`config.mk`:
```
export PLATFORM = sky130hd
export DESIGN_NAME = fib_index_flat
export DESIGN_NICKNAME = d
export VERILOG_FILES = /design/src/rtl/fib_pkg.sv /design/src/rtl/fib_index_if.sv /design/src/rtl/fib_step.sv /design/src/rtl/fib_index.sv /design/src/flat_wrapper.sv
export SDC_FILE = /design/constraint.sdc
export NUM_CORES = 1
export LEC_CHECK = 0
export ABC_AREA = 1
export CORE_ASPECT_RATIO = 1.1
export CORE_MARGIN = 2
export CORE_UTILIZATION = 61
export CTS_BUF_LIST = sky130_fd_sc_hd__clkbuf_4
export DETAILED_ROUTE_END_ITERATION = 8
export PLACE_DENSITY = 0.92
export SYNTH_ARGS = -nofsm -noshare
export SYNTH_HDL_FRONTEND = slang
export SYNTH_HIERARCHICAL = 1
export SYNTH_SLANG_ARGS = --single-unit
```
`constraint.sdc`:
```
create_clock -name clk -period 6.95 [get_ports clk]
set_input_delay 1.0425 -clock clk [delete_from_list [all_inputs] [get_ports clk]]
set_output_delay 1.0425 -clock clk [all_outputs]
set_load 0.02 [all_outputs]
```
`src/rtl/fib_pkg.sv`:
```
// Shared constants and FSM encoding for the Fibonacci index search.
// Latency: n/a (package only).
// Backpressure: n/a.
package fib_pkg;

    localparam int FIB_DATA_W    = 16;
    localparam int FIB_MAX_INDEX = 25;
    // Index counter wide enough for the largest N reachable at FIB_DATA_W.
    localparam int FIB_IDX_W     = $clog2(FIB_MAX_INDEX + 1);

    typedef enum logic [1:0] {
        FIB_IDLE   = 2'd0,
        FIB_SEARCH = 2'd1,
        FIB_DONE   = 2'd2
    } fib_state_e;

endpackage

```
`src/rtl/fib_index_if.sv`:
```
// Request/result bundle for fib_index: start+din in, dout/exact/done/busy out.
// Latency: n/a (wiring only).
// Backpressure: none; start is only honoured while busy is low.
//   start : request pulse          din   : target value T
//   dout  : result index N         exact : F(N) == T
//   done  : one-cycle completion   busy  : request in progress
interface fib_index_if
    import fib_pkg::*;
#(
    parameter int DATA_W = FIB_DATA_W
);
    logic              start;
    logic [DATA_W-1:0] din;
    logic [DATA_W-1:0] dout;
    logic              exact;
    logic              done;
    logic              busy;

    modport master (output start, output din,
                    input  dout,  input  exact, input done, input busy);
    modport slave  (input  start, input  din,
                    output dout,  output exact, output done, output busy);
endinterface

```
`src/rtl/fib_step.sv`:
```
// One Fibonacci step: next = cur + prev, plus compare of cur against target.
// Latency: combinational.
// Backpressure: none.
//   i_cur, i_prev, i_target : current pair and zero-extended target
//   o_next, o_ge, o_eq      : next term, cur >= target, cur == target
module fib_step #(
    parameter int W = 17
) (
    input  logic [W-1:0] i_cur,
    input  logic [W-1:0] i_prev,
    input  logic [W-1:0] i_target,
    output logic [W-1:0] o_next,
    output logic         o_ge,
    output logic         o_eq
);
    assign o_next = i_cur + i_prev;
    assign o_ge   = (i_cur >= i_target);
    assign o_eq   = (i_cur == i_target);
endmodule

```
`src/rtl/fib_index.sv`:
```
// Finds the smallest N with F(N) >= din, flagging whether F(N) == din.
// Latency: done after 1 cycle for din<=1, else 1+N cycles after start.
// Backpressure: start ignored (not queued) while busy.
//   clk, reset : clock, async active-high reset
//   bus        : fib_index_if slave (start/din in; dout/exact/done/busy out)
module fib_index
    import fib_pkg::*;
#(
    parameter int DATA_W = FIB_DATA_W
) (
    input  logic        clk,
    input  logic        reset,
    fib_index_if.slave  bus
);
    localparam logic [1:0] S_IDLE   = FIB_IDLE;
    localparam logic [1:0] S_SEARCH = FIB_SEARCH;
    localparam logic [1:0] S_DONE   = FIB_DONE;

    // One extra bit so the first term past the largest target never wraps.
    localparam int SUM_W = DATA_W + 1;

    logic [1:0]           r_state;
    logic [DATA_W-1:0]    r_target;
    logic [SUM_W-1:0]     r_prev;
    logic [SUM_W-1:0]     r_cur;
    logic [FIB_IDX_W-1:0] r_idx;
    logic [DATA_W-1:0]    r_dout;
    logic                 r_exact;
    logic                 r_done;

    logic [SUM_W-1:0]     w_target_ext;
    logic [SUM_W-1:0]     w_next;
    logic                 w_ge;
    logic                 w_eq;

    assign w_target_ext = {1'b0, r_target};

    fib_step #(.W(SUM_W)) u_step (
        .i_cur    (r_cur),
        .i_prev   (r_prev),
        .i_target (w_target_ext),
        .o_next   (w_next),
        .o_ge     (w_ge),
        .o_eq     (w_eq)
    );

    always_ff @(posedge clk or posedge reset) begin
        if (reset) begin
            r_state  <= S_IDLE;
            r_target <= '0;
            r_prev   <= '0;
            r_cur    <= '0;
            r_idx    <= '0;
            r_dout   <= '0;
            r_exact  <= 1'b0;
            r_done   <= 1'b0;
        end else begin
            r_done <= 1'b0;
            case (r_state)
                S_IDLE: begin
                    if (bus.start) begin
                        r_target <= bus.din;
                        // F(0)=0 and F(1)=1 answer themselves; skip the search.
                        if (bus.din <= DATA_W'(1)) begin
                            r_dout  <= bus.din;
                            r_exact <= 1'b1;
                            r_state <= S_DONE;
                        end else begin
                            r_prev  <= '0;
                            r_cur   <= SUM_W'(1);
                            r_idx   <= FIB_IDX_W'(1);
                            r_state <= S_SEARCH;
                        end
                    end
                end
                S_SEARCH: begin
                    if (w_ge) begin
                        r_dout  <= DATA_W'(r_idx);
                        r_exact <= w_eq;
                        r_state <= S_DONE;
                    end else begin
                        r_prev <= r_cur;
                        r_cur  <= w_next;
                        r_idx  <= r_idx + FIB_IDX_W'(1);
                    end
                end
                S_DONE: begin
                    r_done  <= 1'b1;
                    r_state <= S_IDLE;
                end
                default: r_state <= S_IDLE;
            endcase
        end
    end

    assign bus.dout  = r_dout;
    assign bus.exact = r_exact;
    assign bus.done  = r_done;
    assign bus.busy  = (r_state != S_IDLE);

endmodule

```
`src/flat_wrapper.sv`:
```
// flat-port wrapper written by rule: the top's interface ports become plain ports
module fib_index_flat import fib_pkg::*;
#(
    parameter int DATA_W = FIB_DATA_W
)
  (clk, reset, bus_start, bus_din, bus_dout, bus_exact, bus_done, bus_busy);
  fib_index_if #(.DATA_W(DATA_W)) bus_i ();
  input  logic clk;
  input  logic reset;
  input wire logic [$bits(bus_i.start)-1:0] bus_start;
  input wire logic [$bits(bus_i.din)-1:0] bus_din;
  output wire logic [$bits(bus_i.dout)-1:0] bus_dout;
  output wire logic [$bits(bus_i.exact)-1:0] bus_exact;
  output wire logic [$bits(bus_i.done)-1:0] bus_done;
  output wire logic [$bits(bus_i.busy)-1:0] bus_busy;
  assign bus_i.start = bus_start;
  assign bus_i.din = bus_din;
  assign bus_dout = bus_i.dout;
  assign bus_exact = bus_i.exact;
  assign bus_done = bus_i.done;
  assign bus_busy = bus_i.busy;
  fib_index #(.DATA_W(DATA_W)) u_core (.clk(clk), .reset(reset), .bus(bus_i));
endmodule
```
==> metrics, run 1 <==
Max Cap Viol 0; largest net degree at the start of global routing 76; CP Class register to register; Die W 90.1 um; GRT overflow 0; initial drt markers 268; final WL 10600 um; clock power share 12.3%; leading area contributor after synthesis dfrtp_1; ys async rst share 100%; Pre-antenna DRT Iters 6; Final #Nets 753; DRC 0; met2 GRT Util 44.9%; Max Freq 0.370 GHz; Clock Latency Late Sink 0.42 ns; Unique masters post-synth 33; Post-synth top flop dfrtp_1; num ports 38; antenna violations before repair 0; post-DR vias/cell 5.26; number of synthesized register bits 75; Top Usage Layer GRT met2; core area 7910 sq um; Syn Area/Cell 7.44 sq um; Final ANT Viol Nets 0; CTS tree done; H-tree levels 3; gr usage total 24.9%; EDFF count, synth 0; status complete, no violations; layout cells sized above 1 9.66%; P per Cell Area 397 nW/um^2; CTS Root Cell clkbuf_4; Via Count 4272; port buffer count 37; part of the power in combinational logic 54.5%; Worst slew margin 38.2%; Syn. warnings 6; footprint of the multi-input gates 2610 sq um; Slew Limit Fails 0; sequential fraction of the synthesis area 37.8%; placed instance count 796; vias in the first global route 4218; filler cell count 638; Post-DP HPWL 7820 um; Inserted Clock Buffers 9; part of the power in registers 33.2%; post-route clock skew 0.0186 ns; Data required, critical path 7.25 ns; Worst setup EP type register; CTS max path bufs 2; share of the synthesized area in the top cell type 37.8%; VDD IR-drop max 311 uV; Critical Path AT 3.00 ns; Final Setup Violations 0; die area 8880 sq um; Starting Density 62.8%; non-filler cells, final 812; global placement routability congestion 0.916; diodes inserted 0; Sink Count 75; Startpoint Class register; Int Pwr 1150 uW; final period utilization 38.9%; CTS Hold Bufs 0; top post-synthesis cells by area dfrtp_1 (38%), nand2_1 (20%), ha_1 (8.6%); M1 GR Usage 30.1%; die height 98.7 um; Core Rows 34; Net Sw Frac 47.2%; static leakage 0.00304 uW; Post-CTS Resized 0; DR WL/cell 13.1 um; fin crit period 2.70 ns; first-pass GRT wire length 18200 um; critical path peak fanout 40; RSZ-0062 raised after global routing false; Fin Setup TNS 0 ns; Register Area 1880 sq um; grt met3 use 4.66%; Reg clk slew, reported paths 0.13 ns; Syn Inst Count 668; net count after synthesis 722; area delta synth->final 10.8%; Worst-Margin Slew 0.927 ns; P_sw 1030 uW; Synth Cell Area 4970 sq um; Fin. Hold Viols 0; min-delay worst type register to register; post-CTS setup buffers 0
==> critical path, stage by stage, from the launching register on <==
cell and delay, ns:
dfrtp_1 0.46, ha_1 0.38, nand2_1 0.11, inv_1 0.04
nand2_1 0.05, nand2_1 0.06, nand2_1 0.08, nand2_1 0.05
nand2_1 0.05, nand4_1 0.13, o21ai_2 0.17, buf_4 0.38
nand2_1 0.13, buf_4 0.29, nand2_1 0.11, nand2_1 0.07
==> path summary, 6_finish.rpt <==
path | from | endpoint | slack, ns | cells past startpoint
min reg2reg | u_core/r_prev[12] | u_core/r_prev[12] | 0.49 | 2
min in group asynchronous | reset | u_core/r_prev[16] | 1.18 | 3
max in group asynchronous | reset | u_core/bus.dout[0] | 5.13 | 3
max reg2reg | u_core/r_cur[4] | u_core/r_prev[2] | 4.25 | 15
max | u_core/r_cur[4] | u_core/r_prev[2] | 4.25 | 15
min | u_core/r_prev[12] | u_core/r_prev[12] | 0.49 | 2
==> kinds of logic after synthesis <==
kind of cell | count (synthesis) | share of synthesized area [%]
XOR/XNOR | 9 | 1.59
AND/OR/NAND/NOR | 403 | 36.2
adder cells (fa/ha/maj) | 35 | 8.97
buffers and inverters | 111 | 9.67
flip-flops | 75 | 37.8
other | 1 | 0.0755
multiplexers | 14 | 3.63
AO/OA/AOI/OAI | 20 | 2.14
==> per-layer routing <==
metal / vias up / share of wire [%] / wire [um]
met1: 2012 / 44 / 4650
met4: 0 / 1.8 / 188
met2: 120 / 49 / 5230
li1: 2123 / - / -
met3: 17 / 5.2 / 551
met5: - / 0 / 0
==> placed cells by master, fill, tap and decap left out <==
cell type and n:
nor2_1 34, clkinv_4 1, inv_2 7, conb_1 1
nand2_4 2, nand2_2 9, clkbuf_4 10, nand3_1 26
ha_1 34, dfrtp_1 75, inv_1 83, mux2_4 6
or2_1 2, a21o_1 1, nand3b_1 37, or2_2 2
clkinv_2 1, nor3_2 3, xor2_1 6, nand2_1 271
o21ai_2 1, nor3_1 1, nor2_4 1, nand4_1 4
xnor2_1 3, bufinv_16 1, buf_4 4, mux2_2 8
a21oi_1 13, clkdlybuf4s50_1 37, and2_1 1, o21ai_0 5
fa_1 1, clkinvlp_4 3, nor4_1 1, nor2_2 9
==> synth_stat cells, types with 4 or more instances <==
master    instances
nand4_1           4
mux2_2            8
nand2_1         271
o21ai_0           5
ha_1             34
nor2_2            9
dfrtp_1          75
nand2_2           9
xor2_1            6
mux2_4            6
inv_1            84
a21oi_1          13
buf_2             9
nor2_1           34
inv_2             6
buf_4             4
buf_6             5
nand3_1          26
nand3b_1         37
==> power by group through the flow <==
| stage | clock [uW] | combinational [uW] | sequential [uW] |
|---|---|---|---|
| 2_1_floorplan | 0 | 945 | 709 |
| 3_3_place_gp | 0 | 1110 | 724 |
| 3_5_place_dp | 0 | 1160 | 731 |
| 4_1_cts | 271 | 1180 | 724 |
| 5_1_grt | 289 | 1330 | 748 |
| 6_report | 268 | 1190 | 726 |
==> flip-flops by register name, summed over array words and instances (netlist names) <==
name / cells
u_core/bus.done: 1
u_core/bus.dout: 16
u_core/bus.exact: 1
u_core/r_cur: 17
u_core/r_idx: 5
u_core/r_prev: 17
u_core/r_state: 2
u_core/r_target: 16
==> per-stage QoR <==
| stage | total power [uW] | cell area (sq um) | worst slack (ns) | hold WS, ns | utilization, % |
|---|---|---|---|---|---|
| global route | 2360 | 5500 | 4.01 | 0.512 | 69.5 |
| CTS | 2170 | 5500 | 4.29 | 0.490 | 69.5 |
| global placement | 1840 | 5360 | 3.95 | 0.458 | 67.8 |
| floorplan | 1650 | 4970 | 4.00 | 0.446 | - |
| detailed placement | 1900 | 5360 | 3.87 | 0.462 | 67.8 |
| finish | 2180 | 5500 | 4.25 | 0.488 | 69.5 |
==> layout make-up <==
| type | count | area share, % |
|---|---|---|
| tap | 108 | 2.46 |
| clock buffer | 10 | 1.36 |
| clock inverter | 6 | 1.21 |
| timing repair buffer | 41 | 7.28 |
| multi-input combinational | 482 | 47.5 |
| sequential | 75 | 34.1 |
| inverter | 90 | 6.14 |
Power figures use the tool's default switching activity.
==> run 2: changes to the inputs <==
==> constraint.sdc (replaced) <==
create_clock -name clk -period 2.5 [get_ports clk]
set_input_delay 0.375 -clock clk [delete_from_list [all_inputs] [get_ports clk]]
set_output_delay 0.375 -clock clk [all_outputs]
set_load 0.02 [all_outputs]
==> run 2 against run 1 <==
Final cell count is 0.25% higher. Critical endpoint is now u_core/r_cur[8]. Sequential cell count stayed put. Sequential power grew to 2.8 times the previous value. Maximum frequency is 17% higher. Largest cell class unchanged. Global-route usage grew 1.8 points. Hold slack got worse by 0.24 ns. Critical path depth is 4 lower. Largest power group unchanged. Utilization is 1.4 points higher.
==> metrics, run 2 (same netlist as run 1, synthesis figures left out) <==
status complete, no violations; vias in the first global route 4368 (+3.6%); part of the power in combinational logic 52.6% (-1.9 points); core area 7910 sq um (unchanged); num ports 38 (unchanged); diodes inserted 0 (unchanged); non-filler cells, final 814 (+0.25%); Final #Nets 756 (+0.40%); Die W 90.1 um (unchanged); CTS tree done; Fin Setup TNS 0 ns (unchanged); critical path buffer and inverter count 2 (-1); placed instance count 799 (+0.38%); final period utilization 92.2% (+53 points); Starting Density 62.8% (unchanged); VDD IR-drop max 732 uV (+140%); min-delay worst type input port to async pin; part of the power in registers 31.1% (-2.1 points); Fin. Hold Viols 0 (unchanged); die area 8880 sq um (unchanged); reg2reg path depth 11 (-4); CTS max path bufs 2 (unchanged); Startpoint Class register; H-tree levels 3 (unchanged); critical path depth in cells 11 (-4); most common cell after layout, fill and taps aside nand2_1; Max Cap Viol 0 (unchanged); area delta synth->final 13.0%; largest net degree at the start of global routing 56 (-26%); Final ANT Viol Nets 0 (unchanged); gr usage total 26.7% (+1.8 points); port buffer count 37 (unchanged); Int Pwr 3570 uW (+210%); DR WL/cell 13.8 um (+5.4%); Via Count 4365 (+2.2%); area post-placement 5410 sq um (+0.89%); final core utilization 71.0% (+1.4 points); CTS Hold Bufs 0 (unchanged); RSZ-0062 raised after global routing false; Sink Count 75 (unchanged); Inserted Clock Buffers 9 (unchanged); first-pass GRT wire length 19200 um (+5.5%); layout cells sized above 1 9.92% (+0.26 points); Net Sw Frac 45.1% (-2.1 points); GRT overflow 0 (unchanged); clock power share 16.3% (+4.0 points); die height 98.7 um (unchanged); CTS Root Cell clkbuf_4; static leakage 0.00311 uW (+2.0%); Critical Path AT 2.67 ns (-0.33 ns); post-CTS setup buffers 0 (unchanged); Data required, critical path 2.87 ns (-4.38 ns); final WL 11200 um (+5.6%); Final Setup Violations 0 (unchanged); largest stage delay on the critical path 0.45 ns (about the same); cell repeated most along the worst path nand2_1; critical path peak fanout 32 (-20%); Largest regs u_core/r_cur: 17 flops, u_core/r_prev: 17 flops; design area 5610 sq um (+2.0%); CP Class register to register; slowest CP cell dfrtp_1; global placement routability congestion 0.923 (+0.76%); DRC 0 (unchanged); Core Rows 34 (unchanged); fin crit period 2.31 ns (-0.396 ns); Pre-antenna DRT Iters 7 (+1); Max Freq 0.434 GHz (+17%); CP top delay family simple AND/OR/NAND/NOR gates; post-route clock skew 0.0144 ns (-0.00423 ns); Clock Latency Late Sink 0.44 ns (+0.02 ns); post-DR vias/cell 5.36 (+1.9%); antenna violations before repair 0 (unchanged); initial drt markers 504 (+88%); crit path cell chain ha_1, nand2_1, inv_1, nand2_1, nand2_1, a21oi_1, nand4_1, o21ai_2, buf_4, nand3b_1, nand2_1; Post-DP HPWL 8080 um (+3.2%); commonest cells after routing, fill and taps aside nand2_1 (271), inv_1 (83), dfrtp_1 (75); Post-CTS Resized 0 (unchanged); Slew Limit Fails 0 (unchanged); Reg clk slew, reported paths 0.13 ns (about the same); Worst setup EP type register; P per Cell Area 1160 nW/um^2 (+190%); P_sw 2930 uW (+180%)
-- run 2: changes by cell type in the layout (fill, tap and decap cells not counted), sizes merged --
cell | before | now
clkinvlp | 3 | 0
clkbuf | 10 | 9
clkinv | 2 | 1
buf | 4 | 7
bufinv | 1 | 4
inv | 90 | 91
-- run 2: through the flow --
stage | setup WS [ns] | total power (uW) | hold WS, ns
after floorplan | 0.215 | 4600 | 0.446
after CTS | 0.214 | 6460 | 0.224
final | 0.194 | 6500 | 0.245
after global placement | 0.292 | 5230 | 0.458
after global routing | 0.0416 | 7010 | 0.260
after detailed placement | 0.262 | 5380 | 0.466
-- run 2: area by class of cell --
| class | instances | area (sq um) |
|---|---|---|
| clock buffer | 9 | 67.6 |
| fill | 568 | 2300 |
| clock inverter | 6 | 138 |
| multi-input combinational | 482 | 2610 |
| tap | 108 | 135 |
| inverter | 90 | 338 |
| sequential | 75 | 1880 |
| timing repair buffer | 44 | 448 |
-- run 2: power by group through the flow --
stage / registers (uW) / clock network, uW / logic, uW
3_3_place_gp: 2000 / 0 / 3220
2_1_floorplan: 1970 / 0 / 2630
5_1_grt: 2070 / 1130 / 3800
6_report: 2020 / 1060 / 3420
4_1_cts: 2010 / 1070 / 3380
3_5_place_dp: 2030 / 0 / 3350
-- run 2: final timing paths --
| kind | start | endpoint | slack [ns] |
|---|---|---|---|
| min in group clk | u_core/r_prev[0] | u_core/r_prev[0] | 0.49 |
| max in group asynchronous | reset | u_core/r_prev[11] | 1.61 |
| max reg2reg | u_core/r_cur[12] | u_core/r_cur[8] | 0.19 |
| max | u_core/r_cur[12] | u_core/r_cur[8] | 0.19 |
| min | reset | u_core/bus.dout[4] | 0.24 |
| min reg2reg | u_core/r_prev[0] | u_core/r_prev[0] | 0.49 |
-- run 2: layer usage --
| layer | global-route usage, % | wire (um) |
|---|---|---|
| met5 | 0 | 0 |
| met4 | 11.0 | 327 |
| met3 | 7.03 | 735 |
| met2 | 45.9 | 5570 |
| met1 | 32.1 | 4580 |
==> run 3: changes to the inputs <==
--- a/config.mk
+++ b/config.mk
@@ -12,6 +12,7 @@
 export CTS_BUF_LIST = sky130_fd_sc_hd__clkbuf_4
 export DETAILED_ROUTE_END_ITERATION = 8
 export PLACE_DENSITY = 0.92
+export SLEW_MARGIN = 20
 export SYNTH_ARGS = -nofsm -noshare
 export SYNTH_HDL_FRONTEND = slang
 export SYNTH_HIERARCHICAL = 1
==> results of run 3 <==
Final layout, timing and power as in run 2 (identical DEF).
